$ cat src/rtl/regfile_pkg.sv
// rtl/regfile_pkg.sv - shared constants and state encoding for the register file dump engine
package regfile_pkg;

  localparam int NUM_REGS = 32;
  localparam int ADDR_W   = 5;
  localparam int DATA_W   = 32;
  localparam int OUT_W    = 16;

  typedef enum logic [2:0] {
    ST_IDLE    = 3'd0,
    ST_READ    = 3'd1,
    ST_SEND_LO = 3'd2,
    ST_SEND_HI = 3'd3,
    ST_FINISH  = 3'd4
  } dump_state_t;

endpackage

$ cat src/rtl/regfile_dump.sv
// rtl/regfile_dump.sv - sweeps a register range and streams each register as two halfwords
module regfile_dump #(
  parameter int NUM_REGS = regfile_pkg::NUM_REGS,
  parameter int ADDR_W   = regfile_pkg::ADDR_W,
  parameter int DATA_W   = regfile_pkg::DATA_W,
  parameter int OUT_W    = regfile_pkg::OUT_W
) (
  input  logic              clk,
  input  logic              rst_n,
  input  logic              start,
  input  logic              abort,
  input  logic [ADDR_W-1:0] first_reg,
  input  logic [ADDR_W-1:0] last_reg,
  output logic [ADDR_W-1:0] rf_addr,
  input  logic [DATA_W-1:0] rf_data,
  output logic [OUT_W-1:0]  out_data,
  output logic              out_valid,
  input  logic              out_ready,
  output logic              out_last,
  output logic              busy,
  output logic              done
);

  import regfile_pkg::*;

  dump_state_t       state_q, state_d;
  logic [ADDR_W-1:0] rf_addr_q, rf_addr_d;
  logic [ADDR_W-1:0] last_q, last_d;
  logic [DATA_W-1:0] hold_q, hold_d;
  logic [ADDR_W-1:0] addr_next;
  logic              at_last;

  // Next sweep address; wraps past the top register back to x0.
  always_comb begin
    addr_next = rf_addr_q + 1'b1;
    if (rf_addr_q == ADDR_W'(NUM_REGS - 1)) begin
      addr_next = '0;
    end
  end

  assign at_last = (rf_addr_q == last_q);

  // Sweep sequencing, stream outputs and abort override.
  always_comb begin
    state_d   = state_q;
    rf_addr_d = rf_addr_q;
    last_d    = last_q;
    hold_d    = hold_q;
    out_valid = 1'b0;
    out_data  = '0;
    out_last  = 1'b0;
    done      = 1'b0;
    busy      = (state_q != ST_IDLE);

    case (state_q)
      ST_IDLE: begin
        if (start) begin
          last_d    = last_reg;
          rf_addr_d = first_reg;
          state_d   = ST_READ;
        end
      end
      ST_READ: begin
        // Snapshot so later writes to the file cannot tear the halfword pair.
        hold_d  = rf_data;
        state_d = ST_SEND_LO;
      end
      ST_SEND_LO: begin
        out_valid = 1'b1;
        out_data  = hold_q[OUT_W-1:0];
        if (out_ready) begin
          state_d = ST_SEND_HI;
        end
      end
      ST_SEND_HI: begin
        out_valid = 1'b1;
        out_data  = hold_q[DATA_W-1:OUT_W];
        out_last  = at_last;
        if (out_ready) begin
          if (at_last) begin
            state_d = ST_FINISH;
          end else begin
            rf_addr_d = addr_next;
            state_d   = ST_READ;
          end
        end
      end
      ST_FINISH: begin
        done    = 1'b1;
        state_d = ST_IDLE;
      end
      default: begin
        state_d = ST_IDLE;
      end
    endcase

    // Abort beats a same-cycle handshake: nothing advances, sweep just ends.
    if (abort && (state_q != ST_IDLE)) begin
      state_d   = ST_IDLE;
      rf_addr_d = rf_addr_q;
      hold_d    = hold_q;
    end
  end

  // State, address, end-of-range and snapshot registers.
  always_ff @(posedge clk or negedge rst_n) begin
    if (!rst_n) begin
      state_q   <= ST_IDLE;
      rf_addr_q <= '0;
      last_q    <= '0;
      hold_q    <= '0;
    end else begin
      state_q   <= state_d;
      rf_addr_q <= rf_addr_d;
      last_q    <= last_d;
      hold_q    <= hold_d;
    end
  end

  assign rf_addr = rf_addr_q;

endmodule
$ cat config.mk
export PLATFORM = sky130hd
export DESIGN_NAME = regfile_dump
export DESIGN_NICKNAME = d
export VERILOG_FILES = /design/src/rtl/regfile_pkg.sv /design/src/rtl/regfile_dump.sv
export SDC_FILE = /design/constraint.sdc
export NUM_CORES = 1
export LEC_CHECK = 0
export BUFFER_PORTS_ARGS = -buffer_cell sky130_fd_sc_hd__buf_2
export CORE_MARGIN = 1.5
export CORE_UTILIZATION = 51
export CTS_CLUSTER_SIZE = 16
export DETAILED_ROUTE_END_ITERATION = 16
export MAX_ROUTING_LAYER = met4
export PLACE_DENSITY_LB_ADDON = 0.25
export SETUP_SLACK_MARGIN = 0.05
export SYNTH_ARGS = -nofsm -noshare
export SYNTH_HDL_FRONTEND = slang
export SYNTH_SLANG_ARGS = --single-unit
export TNS_END_PERCENT = 1
$ cat constraint.sdc
create_clock -name clk -period 2.4 [get_ports clk]
set_input_delay 0.48 -clock clk [delete_from_list [all_inputs] [get_ports clk]]
set_output_delay 0.48 -clock clk [all_outputs]
set_load 0.1 [all_outputs]
==> Word level (Yosys, flattened, before mapping) <==
Index checks and enable logic that the tools add are counted.
{ "totals": {"input_bits": 47, "output_inout_bits": 25, "ff_bits": 45} }
{ "classes": {"reduce_logical": 9, "n_mux": 15, "eq_ne": 12, "n_addsub": 1, "bitwise_logic": 1} }
{ "ops": {"columns": ["op", "n"], "rows": [
  ["16-bit one-hot mux with 2 select lines", 1],
  ["5-bit two-way mux", 4],
  ["3-bit two-way mux", 5],
  ["3-bit one-hot mux with 4 select lines", 1],
  ["5-bit one-hot mux with 2 select lines", 1],
  ["3-bit inequality test, second input constant", 3],
  ["3-bit by 2-bit == test with 1-bit output, second input constant", 2],
  ["2-bit inequality test, second input constant", 3],
  ["5-bit by 1-bit adder with 5-bit output, second input constant", 1],
  ["5-bit == test", 1],
  ["5-bit == test, second input constant", 1],
  ["5-bit AND reduction", 1],
  ["2-bit AND reduction", 2],
  ["3-bit by 1-bit == test with 1-bit output, second input constant", 1],
  ["3-bit == test, second input constant", 1],
  ["3-bit logical NOT", 1],
  ["1-bit two-way mux", 3],
  ["3-bit AND reduction", 1],
  ["3-bit nonzero test", 1],
  ["2-bit nonzero test", 1],
  ["2-bit OR reduction", 1],
  ["1-bit logical AND", 1],
  ["1-bit NOT", 1]
]} }

==> Longest topological paths before layout <==
Gate-level depths: netlist of the first run.
{ "logic_depth": {"ltp_word": 5, "ltp_mapped": 7, "ltp_nobuf": 7} }

==> Worst setup path before layout of the first run <==
No wires, ideal clock.
{ "synth_timing": {"path_kind": "register to output", "from": "register state_q[2]", "to": "output port out_last", "n_path_buf": 1, "path_stages_with_launch": 7, "t_arrival_ns": 2.840, "t_required_ns": 1.920, "path_slack_ns": -0.920, "path_cell_list": "dfrtp_1 buf_6 inv_2 nand2_4 inv_1 nand4_4 nor2_1"} }
{ "synth_via": {"elab_chain_len": 2} }
{ "synth_rtl": {"columns": ["item", "line", "source"], "rows": [
  ["from (decl)", "regfile_dump.sv:26", "dump_state_t state_q, state_d;"],
  ["from (signal assigned)", "regfile_dump.sv:113", "state_q <= state_d;"],
  ["3-bit by 2-bit == test with 1-bit output", "regfile_dump.sv:55", "case (state_q)"],
  ["1-bit two-way mux", "regfile_dump.sv:55", null],
  ["to (decl)", "regfile_dump.sv:19", "output logic out_last,"]
]} }
Every way passes these cells.

==> Final worst setup path of the first run <==
{ "layout_timing": {"from": "register rf_addr_q[2] (netlist: rf_addr[2])", "to": "output port out_last"} }
{ "layout_via": {"elab_chain_len": 2} }
{ "layout_rtl": {"columns": ["item", "line", "source"], "rows": [
  ["from (decl)", "regfile_dump.sv:27", "logic [ADDR_W-1:0] rf_addr_q, rf_addr_d;"],
  ["from (signal assigned)", "regfile_dump.sv:114", "rf_addr_q <= rf_addr_d;"],
  ["5-bit == test", "regfile_dump.sv:41", "assign at_last = (rf_addr_q == last_q);"],
  ["1-bit two-way mux", "regfile_dump.sv:55", null]
]} }
Every way passes these cells.

==> flow_summary.ini, run 1 <==
[run_status]
outcome = completed

[worst_setup_path]
path_class = register to primary output
timing.critical_path.slowest_cell_delay_ns = 0.47
worst_ep_required_time_ns = 1.92
worstSetupStartpoint = rf_addr[2]$_DFFE_PN0P_
regToRegStartpoint = state_q[0]$_DFFE_PN0P_
timing.critical_path.to_type = primary output
worst_setup_path_start_kind = register
critPathSlowestCell = dfrtp_1
crit_arrival_ns = 1.71
critical_path.cell_chain = xnor2_1 -> nand3_1 -> nor2_4 -> buf_12
cp_max_fo = 8

[global_routing]
grt_first_pass_wirelength_um = 8286
largest_net_degree_at_the_start_of_global_routing = 46
globalRoute.totalOverflow = 0
antenna_found_initial = 0
grt_use_total = 0.2194
grt_pass1_vias = 1772

[logic_synthesis]
synth-seq-area-share = 0.4902
synthSimpleGateAreaFrac = 0.1155
post_synth_inst_count = 188
synth_top_flop_cell = dfrtp_1
largest_family_of_logic_cells_by_synthesized_area = multiplexers
synth_fp_nets = 237
synth_compound_gate_area_share = 0.06754
synth.avg_cell_area_um2 = 12.22
synth-adder-area-share = 0.01089
number_of_enable_flip_flop_cells_after_synthesis = 0
synth_xor_area_frac = 0.01906
synth_area_um2 = 2297
synth_cell_type_count = 40
synth_warn = 0
synth-seq-cells = 45
post_synth_mux_area_share = 0.2576
postSynth.asyncResetShare = 1.000

[placement]
dpl_worst_slack_ns = 0.4432
placed_cell_area_um2 = 3008
numPlacedInstances = 307
routabilityCongestion = 0.9458
detailedPlacementHpwl_um = 3553
io_buffers = 71

[detailed_routing]
routed_wirelength_um = 4865
wire_per_inst_um = 15.54
drt_drc_violations_left = 0
vias_per_cell = 5.498
antenna_left = 0
drt_iter0_markers = 96
drt_first_pass_iters = 4
route.vias.total = 1721

[cells_and_area]
finish.instance_area_um2 = 3083
final.fill_count = 312
area.sequential_um2 = 1127
nets = 311
multi_input_area_um2 = 1100
antenna_cells_inserted = 0
layout.cells.non_filler = 313
post-route-util = 0.7080
leading_cell_types_in_the_layout_fill_and_taps_excluded = buf_2, dfrtp_1, mux2_2
syn2layout_area_growth_pct = 34.20
mostFrequentLayoutCell = buf_2
layout-drive-gt1-share = 0.5096

[sta]
final.min_clock_period_ns = 2.189
final_worst_setup_slack_ns = 0.2113
final-setup-viol-count = 0
hold_viol = 0
max_slew_margin = 0.6177
fin_worst_hold_slack_ns = 0.2668
clock_skew_ns = 0.007982
tightest_slew_ns = 0.5735
setup_total_negative_slack_ns = 0
final_max_slew_viol_count = 0
rsz0062_at_grt = no
layout_worst_path_cycle_share = 0.9120
timing.fmax_mhz = 456.9

[die]
ioPinCount = 72
initial_core_util = 0.5276
die_x_um = 70.12
die_height_um = 70.12
rows = 24
floorplan.die_area_um2 = 4916
fp.coreArea_um2 = 4354

[power]
peakVddDrop_v = 0.0007991
p_leak_nw = 1.365
totalPowerFinal_mw = 4.608
power-per-cell-area_nw_per_um2 = 1495

[clock_network]
cts_made_buffers = 5
postCtsResizedCells = 0
post-cts-setup-buffers = 0
cts.sinks = 45
tritoncts_clock_tree = built
skew_pair_late_insertion_delay_ns = 0.29
clkSlewWorstSetupHoldPaths_ns = 0.08
root_buffer = clkbuf_8
ctsLongestPathBuffers = 2
h-tree-depth = 2
cts_hold_repair.buffers = 0

[flow_run]
maxCapViolations = 0

[worst_hold_path]
hold_path_class = input port to async pin
[synth_stat cells (2+ instances only)]
library cell,count,area share
nand2_1,3,0.0049
xnor2_1,5,0.019
or3_1,2,0.0054
dfrtp_1,45,0.49
mux2_2,37,0.18
nand3_1,5,0.011
o21ai_0,6,0.013
a221oi_1,2,0.0076
nor3_1,2,0.0044
mux2i_1,16,0.070
buf_6,2,0.0098
o221ai_1,2,0.0076
inv_1,6,0.0098
nand2b_1,3,0.0082
a21oi_1,2,0.0044
o2bb2ai_1,2,0.0076
buf_2,3,0.0065
nor2_1,20,0.033
ha_1,2,0.011
buf_4,3,0.0098
[logic make-up after synthesis]
| group | count (synthesis) |
|---|---|
| and+or+nand+nor | 46 |
| muxes | 54 |
| DFF | 45 |
| AOI/OAI and AO/OA | 20 |
| adders and majority gates | 2 |
| xor gates and xnor gates | 5 |
| buffers and inverters | 16 |
[routing by layer]
layer	wire [µm]	part of all wire	vias to the layer above	track usage
met5	0	0	-	-
met4	87	0.018	0	0.07692
met3	260	0.053	8	0.05051
met2	2416	0.50	58	0.3386
met1	2101	0.43	840	0.2872
li1	-	-	815	-
[power by group]
part,leakage (nW),internal [mW],switching (mW),total (mW)
registers,0.537,1.13,0.269,1.40
logic,0.789,1.06,1.72,2.78
clock network,0.0399,0.192,0.236,0.428
[final cells by class]
class | count | area share
clock buffers | 5 | 0.02232
well taps | 52 | 0.02110
flip-flops and latches | 45 | 0.3657
multi-input cells | 127 | 0.3567
clock inverters | 1 | 0.001623
inverters | 7 | 0.008523
repair buffers | 76 | 0.2240
[state kept, by name (all words and copies together), names as in the netlist]
| register | flops |
|---|---|
| state_q | 3 |
| hold_q | 32 |
| last_q | 5 |
| rf_addr | 5 |
[critical path, delay by kind of cell, from the launching register on]
kind | cells | cell delay [ns]
xor+xnor | 1 | 0.18
simple gates | 2 | 0.58
flops | 1 | 0.47
buf+inv | 1 | 0.18
[worst paths after layout]
check,end,slack [ns],cells after the start
setup / recovery,out_last,0.21,4
hold / removal,hold_q[11]$_DFFE_PN0P_,0.27,2
setup reg to reg,hold_q[4]$_DFFE_PN0P_,0.51,4
hold reg to reg,hold_q[8]$_DFFE_PN0P_,0.51,1
max in group asynchronous,state_q[2]$_DFFE_PN0P_,1.71,2
min in group clk,last_q[2]$_DFFE_PN0P_,0.42,2
(Power assumes the default switching activity.)
==> run 2: changes to the inputs <==
--- a/config.mk
+++ b/config.mk
@@ -7,11 +7,11 @@
 export LEC_CHECK = 0
 export BUFFER_PORTS_ARGS = -buffer_cell sky130_fd_sc_hd__buf_2
 export CORE_MARGIN = 1.5
-export CORE_UTILIZATION = 51
+export CORE_UTILIZATION = 55
 export CTS_CLUSTER_SIZE = 16
 export DETAILED_ROUTE_END_ITERATION = 16
 export MAX_ROUTING_LAYER = met4
-export PLACE_DENSITY_LB_ADDON = 0.25
+export PLACE_DENSITY = 0.92
 export SETUP_SLACK_MARGIN = 0.05
 export SYNTH_ARGS = -nofsm -noshare
 export SYNTH_HDL_FRONTEND = slang
==> constraint.sdc (replaced) <==
create_clock -name clk -period 2.6 [get_ports clk]
set_input_delay 0.52 -clock clk [delete_from_list [all_inputs] [get_ports clk]]
set_output_delay 0.52 -clock clk [all_outputs]
set_load 0.1 [all_outputs]
==> run 2 against run 1 <==
Effect of this change: core utilization is 6.5 points higher; wire length grew 9.9%; global-route usage increased by 3.6 points; clock power grew 30%; critical path type unchanged; critical endpoint unchanged; highest routed layer unchanged.
==> flow_summary.ini, run 2 (synthesized netlist as in run 1, its figures left out) <==
[sta]
max_slew_margin = 0.6656
final_worst_setup_slack_ns = 0.1442
final.min_clock_period_ns = 2.456
timing.fmax_mhz = 407.2
layout_worst_path_cycle_share = 0.9445
setup_total_negative_slack_ns = 0
final_max_slew_viol_count = 0
rsz0062_at_grt = no
clock_skew_ns = 0.003873
hold_viol = 0
tightest_slew_ns = 0.5017
fin_worst_hold_slack_ns = 0.05827
final-setup-viol-count = 0

[cells_and_area]
antenna_cells_inserted = 0
syn2layout_area_growth_pct = 34.64
mostFrequentLayoutCell = buf_2
layout-drive-gt1-share = 0.5057
finish.instance_area_um2 = 3093
leading_cell_types_in_the_layout_fill_and_taps_excluded = buf_2, dfrtp_1, mux2_2
largest_register_ff_count = 32
regMostFlops = hold_q
nets = 311

[clock_network]
skew_pair_late_insertion_delay_ns = 0.30
clkSlewWorstSetupHoldPaths_ns = 0.09
root_buffer = clkbuf_8
cts_hold_repair.buffers = 0
tritoncts_clock_tree = built
postCtsResizedCells = 0
post-cts-setup-buffers = 0
cts.sinks = 45
cts_made_buffers = 5
h-tree-depth = 2
ctsLongestPathBuffers = 2

[power]
power-per-cell-area_nw_per_um2 = 1428
peakVddDrop_v = 0.0009124
totalPowerFinal_mw = 4.418
p_leak_nw = 1.379

[detailed_routing]
drt_iter0_markers = 131
drt_drc_violations_left = 0
vias_per_cell = 5.792
routed_wirelength_um = 5347
drt_first_pass_iters = 4
wire_per_inst_um = 17.08
route.vias.total = 1813
antenna_left = 0

[placement]
detailedPlacementHpwl_um = 3955
io_buffers = 71
placed_cell_area_um2 = 2973
routabilityCongestion = 0.8380
dpl_worst_slack_ns = 0.5048

[global_routing]
globalRoute.totalOverflow = 0
gr-usage-met3 = 0.05667
met2_usage = 0.4326
globalRoute.busiestLayer = met2
grt_first_pass_wirelength_um = 8335
grtUsageMet1 = 0.2953
grt_use_total = 0.2554
largest_net_degree_at_the_start_of_global_routing = 33
antenna_found_initial = 0
grt_pass1_vias = 1823

[worst_setup_path]
worst_ep_required_time_ns = 2.08
timing.critical_path.to_type = primary output
worst_setup_path_start_kind = register
crit_arrival_ns = 1.94
critPathSlowestCell = dfrtp_1
critical_path.cell_chain = nand2_4 -> inv_1 -> nand4_4 -> nor2_2 -> buf_12
path_class = register to primary output
timing.critical_path.buf_inv = 2
timing.critical_path.slowest_cell_delay_ns = 0.66
cp_top_family = flip-flops
cp_max_fo = 18

[flow_run]
maxCapViolations = 0

[worst_hold_path]
hold_path_class = input port to async pin

[die]
die_height_um = 67.63
floorplan.die_area_um2 = 4573
die_x_um = 67.63
ioPinCount = 72
initial_core_util = 0.5743
fp.coreArea_um2 = 4000
rows = 23

[run_status]
outcome = completed
## run 2: layer usage
| layer | up-vias | share of wire | routed length (µm) |
|---|---|---|---|
| li1 | 823 | - | - |
| met1 | 895 | 0.39 | 2105 |
| met2 | 80 | 0.52 | 2775 |
| met3 | 15 | 0.063 | 339 |
| met4 | 0 | 0.024 | 128 |
| met5 | - | 0 | 0 |
## run 2: power by group
| part | total, mW | switching [mW] | internal, mW |
|---|---|---|---|
| clock network | 0.555 | 0.243 | 0.313 |
| registers | 1.32 | 0.274 | 1.04 |
| logic | 2.54 | 1.59 | 0.956 |
## run 2: final cells by class
class                           count  area, µm²
Sequential cell                    45       1126
Tap cell                           50      62.56
Timing Repair Buffer               76      663.1
Inverter                            7      26.28
Clock inverter                      2      37.54
Clock buffer                        6      82.58
Multi-Input combinational cell    127       1095
Fill cell                         220      907.1
## run 2: worst paths after layout
kind | start | end | slack, ns | cells past startpoint
min in group clk | rf_data[22] | hold_q[22]$_DFFE_PN0P_ | 0.45 | 2
hold reg to reg | hold_q[11]$_DFFE_PN0P_ | hold_q[11]$_DFFE_PN0P_ | 0.51 | 1
max in group asynchronous | rst_n | hold_q[14]$_DFFE_PN0P_ | 2.00 | 2
setup / recovery | state_q[1]$_DFFE_PN0P_ | out_last | 0.14 | 5
hold / removal | rst_n | rf_addr[1]$_DFFE_PN0P_ | 0.06 | 1
setup reg to reg | rf_addr[0]$_DFFE_PN0P_ | rf_addr[3]$_DFFE_PN0P_ | 0.64 | 7
## run 2: per-stage QoR
| stage | util | instances |
|---|---|---|
| after floorplan | - | 188 |
| after global placement | 0.7432 | 305 |
| after detailed placement | 0.7432 | 305 |
| after CTS | 0.7732 | 313 |
| after global routing | 0.7732 | 313 |
| final | 0.7732 | 313 |
==> run 3: changes to the inputs <==
--- a/config.mk
+++ b/config.mk
@@ -7,11 +7,11 @@
 export LEC_CHECK = 0
 export BUFFER_PORTS_ARGS = -buffer_cell sky130_fd_sc_hd__buf_2
 export CORE_MARGIN = 1.5
-export CORE_UTILIZATION = 55
+export CORE_UTILIZATION = 51
 export CTS_CLUSTER_SIZE = 16
 export DETAILED_ROUTE_END_ITERATION = 16
 export MAX_ROUTING_LAYER = met4
-export PLACE_DENSITY = 0.92
+export PLACE_DENSITY = 0.87
 export SETUP_SLACK_MARGIN = 0.05
 export SYNTH_ARGS = -nofsm -noshare
 export SYNTH_HDL_FRONTEND = slang
==> constraint.sdc (replaced) <==
create_clock -name clk -period 2.7 [get_ports clk]
set_input_delay 0.54 -clock clk [delete_from_list [all_inputs] [get_ports clk]]
set_output_delay 0.54 -clock clk [all_outputs]
set_load 0.1 [all_outputs]
==> run 3 against run 2 <==
Effect of this change: combinational power fell by 4%; register-to-register slack improved by 0.03 ns; largest power group unchanged; wire length fell by 6.0%; cell area fell by 1.3%; clock-buffer cell count fell by 1; sequential share of layout area rose by 0.46 points; first-iteration DRC count rose by 7.6%; critical path depth did not move; hold slack improved by 0.25 ns; via count fell by 3.5%; sequential cell count did not move; core utilization fell by 7.2 points.
==> flow_summary.ini, run 3 (synthesized netlist as in run 1, its figures left out) <==
[power]
internal_dissipation_mw = 2.105
power-per-cell-area_nw_per_um2 = 1345
pwr-share-seq = 0.303
power.share.clock = 0.100
p_leak_nw = 1.361
p_switching_mw = 2.003
peakVddDrop_v = 0.0008153
p_comb_frac = 0.598
switching_share = 0.4877

[placement]
detailedPlacementHpwl_um = 3635
dpl_worst_slack_ns = 0.5808
io_buffers = 71
numPlacedInstances = 306
routabilityCongestion = 0.8825
placed_cell_area_um2 = 2968

[global_routing]
globalRoute.totalOverflow = 0
antenna_found_initial = 0
largest_net_degree_at_the_start_of_global_routing = 46
grt_pass1_vias = 1754
grt_use_total = 0.2211
grt_first_pass_wirelength_um = 8211

[detailed_routing]
routed_wirelength_um = 5024
vias_per_cell = 5.570
drt_first_pass_iters = 4
drt_drc_violations_left = 0
drt_iter0_markers = 141
wire_per_inst_um = 16.00
antenna_left = 0
route.vias.total = 1749

[clock_network]
cts_made_buffers = 5
postCtsResizedCells = 0
cts_hold_repair.buffers = 0
h-tree-depth = 2
post-cts-setup-buffers = 0
tritoncts_clock_tree = built
skew_pair_late_insertion_delay_ns = 0.30
ctsLongestPathBuffers = 2
cts.sinks = 45
clkSlewWorstSetupHoldPaths_ns = 0.08
root_buffer = clkbuf_8

[cells_and_area]
area.sequential_um2 = 1126
antenna_cells_inserted = 0
layout-drive-gt1-share = 0.5038
regMostFlops = hold_q
layout.cells.non_filler = 314
post-route-util = 0.7014
syn2layout_area_growth_pct = 32.95
leading_cell_types_in_the_layout_fill_and_taps_excluded = buf_2, dfrtp_1, mux2_2
final.fill_count = 296
largest_register_ff_count = 32
mostFrequentLayoutCell = buf_2
nets = 310
multi_input_area_um2 = 1095
finish.instance_area_um2 = 3054

[worst_setup_path]
cp_max_fo = 18
worst_setup_path_start_kind = register
crit_arrival_ns = 1.92
timing.critical_path.to_type = primary output
worst_ep_required_time_ns = 2.16
path_class = register to primary output

[die]
die_height_um = 70.12
ioPinCount = 72
die_x_um = 70.12
rows = 24
initial_core_util = 0.5276
floorplan.die_area_um2 = 4916
fp.coreArea_um2 = 4354

[sta]
final_worst_setup_slack_ns = 0.2419
hold_viol = 0
layout_worst_path_cycle_share = 0.9104
max_slew_margin = 0.6312
final-setup-viol-count = 0
rsz0062_at_grt = no
tightest_slew_ns = 0.5532
final.min_clock_period_ns = 2.458
clock_skew_ns = 0.004940
final_max_slew_viol_count = 0
timing.fmax_mhz = 406.8
fin_worst_hold_slack_ns = 0.3075

[worst_hold_path]
hold_path_class = input port to async pin

[run_status]
outcome = completed

[flow_run]
maxCapViolations = 0
[run 3: cell count changes in the layout (fill, tap and decap cells not counted)]
cell	previous run	this run
clkinv_2	0	2
buf_4	5	4
bufinv_16	1	0
clkbuf_8	6	5
[run 3: worst paths after layout]
check,end,slack [ns],from,depth (start not counted)
worst min register to register,hold_q[28]$_DFFE_PN0P_,0.51,hold_q[28]$_DFFE_PN0P_,1
max in group asynchronous,hold_q[16]$_DFFE_PN0P_,2.02,rst_n,2
min in group clk,hold_q[13]$_DFFE_PN0P_,0.46,rf_data[13],2
worst max-delay path,out_last,0.24,state_q[1]$_DFFE_PN0P_,5
worst max register to register,rf_addr[2]$_DFFE_PN0P_,0.67,rf_addr[1]$_DFFE_PN0P_,7
worst min-delay path,rf_addr[1]$_DFFE_PN0P_,0.31,rst_n,2
[run 3: through the flow]
step	total power [mW]	TNS, ns
after global routing	4.317	0
after CTS	4.129	0
after global placement	3.628	0
after detailed placement	3.713	0
final	4.108	0
after floorplan	3.033	-0.2279
[run 3: per-layer routing]
metal,wire (µm),track usage
met1,2077,0.2737
met2,2525,0.3587
met3,367,0.05483
met4,54,0.07051
met5,0,-
[run 3: worst max-delay path: stages (launching register included)]
cell and delay [ns]:
dfrtp_1 0.66, nand2_4 0.25, inv_1 0.19, nand4_4 0.15, nor2_2 0.16, buf_12 0.19
[run 3: area by class of cell]
type,count,area share
multi-input combinational,127,0.3585
clock inverter,3,0.005735
inverter,7,0.008603
tap,52,0.02130
clock buffer,5,0.02253
sequential,45,0.3687
timing repair buffer,75,0.2147
[run 3: power by group through the flow]
| stage | clock network (mW) | logic [mW] | registers [mW] |
|---|---|---|---|
| after floorplan | 0 | 1.59 | 1.44 |
| after global placement | 0 | 2.40 | 1.23 |
| after detailed placement | 0 | 2.46 | 1.26 |
| after CTS | 0.420 | 2.46 | 1.24 |
| after global routing | 0.451 | 2.57 | 1.29 |
| final | 0.410 | 2.45 | 1.24 |
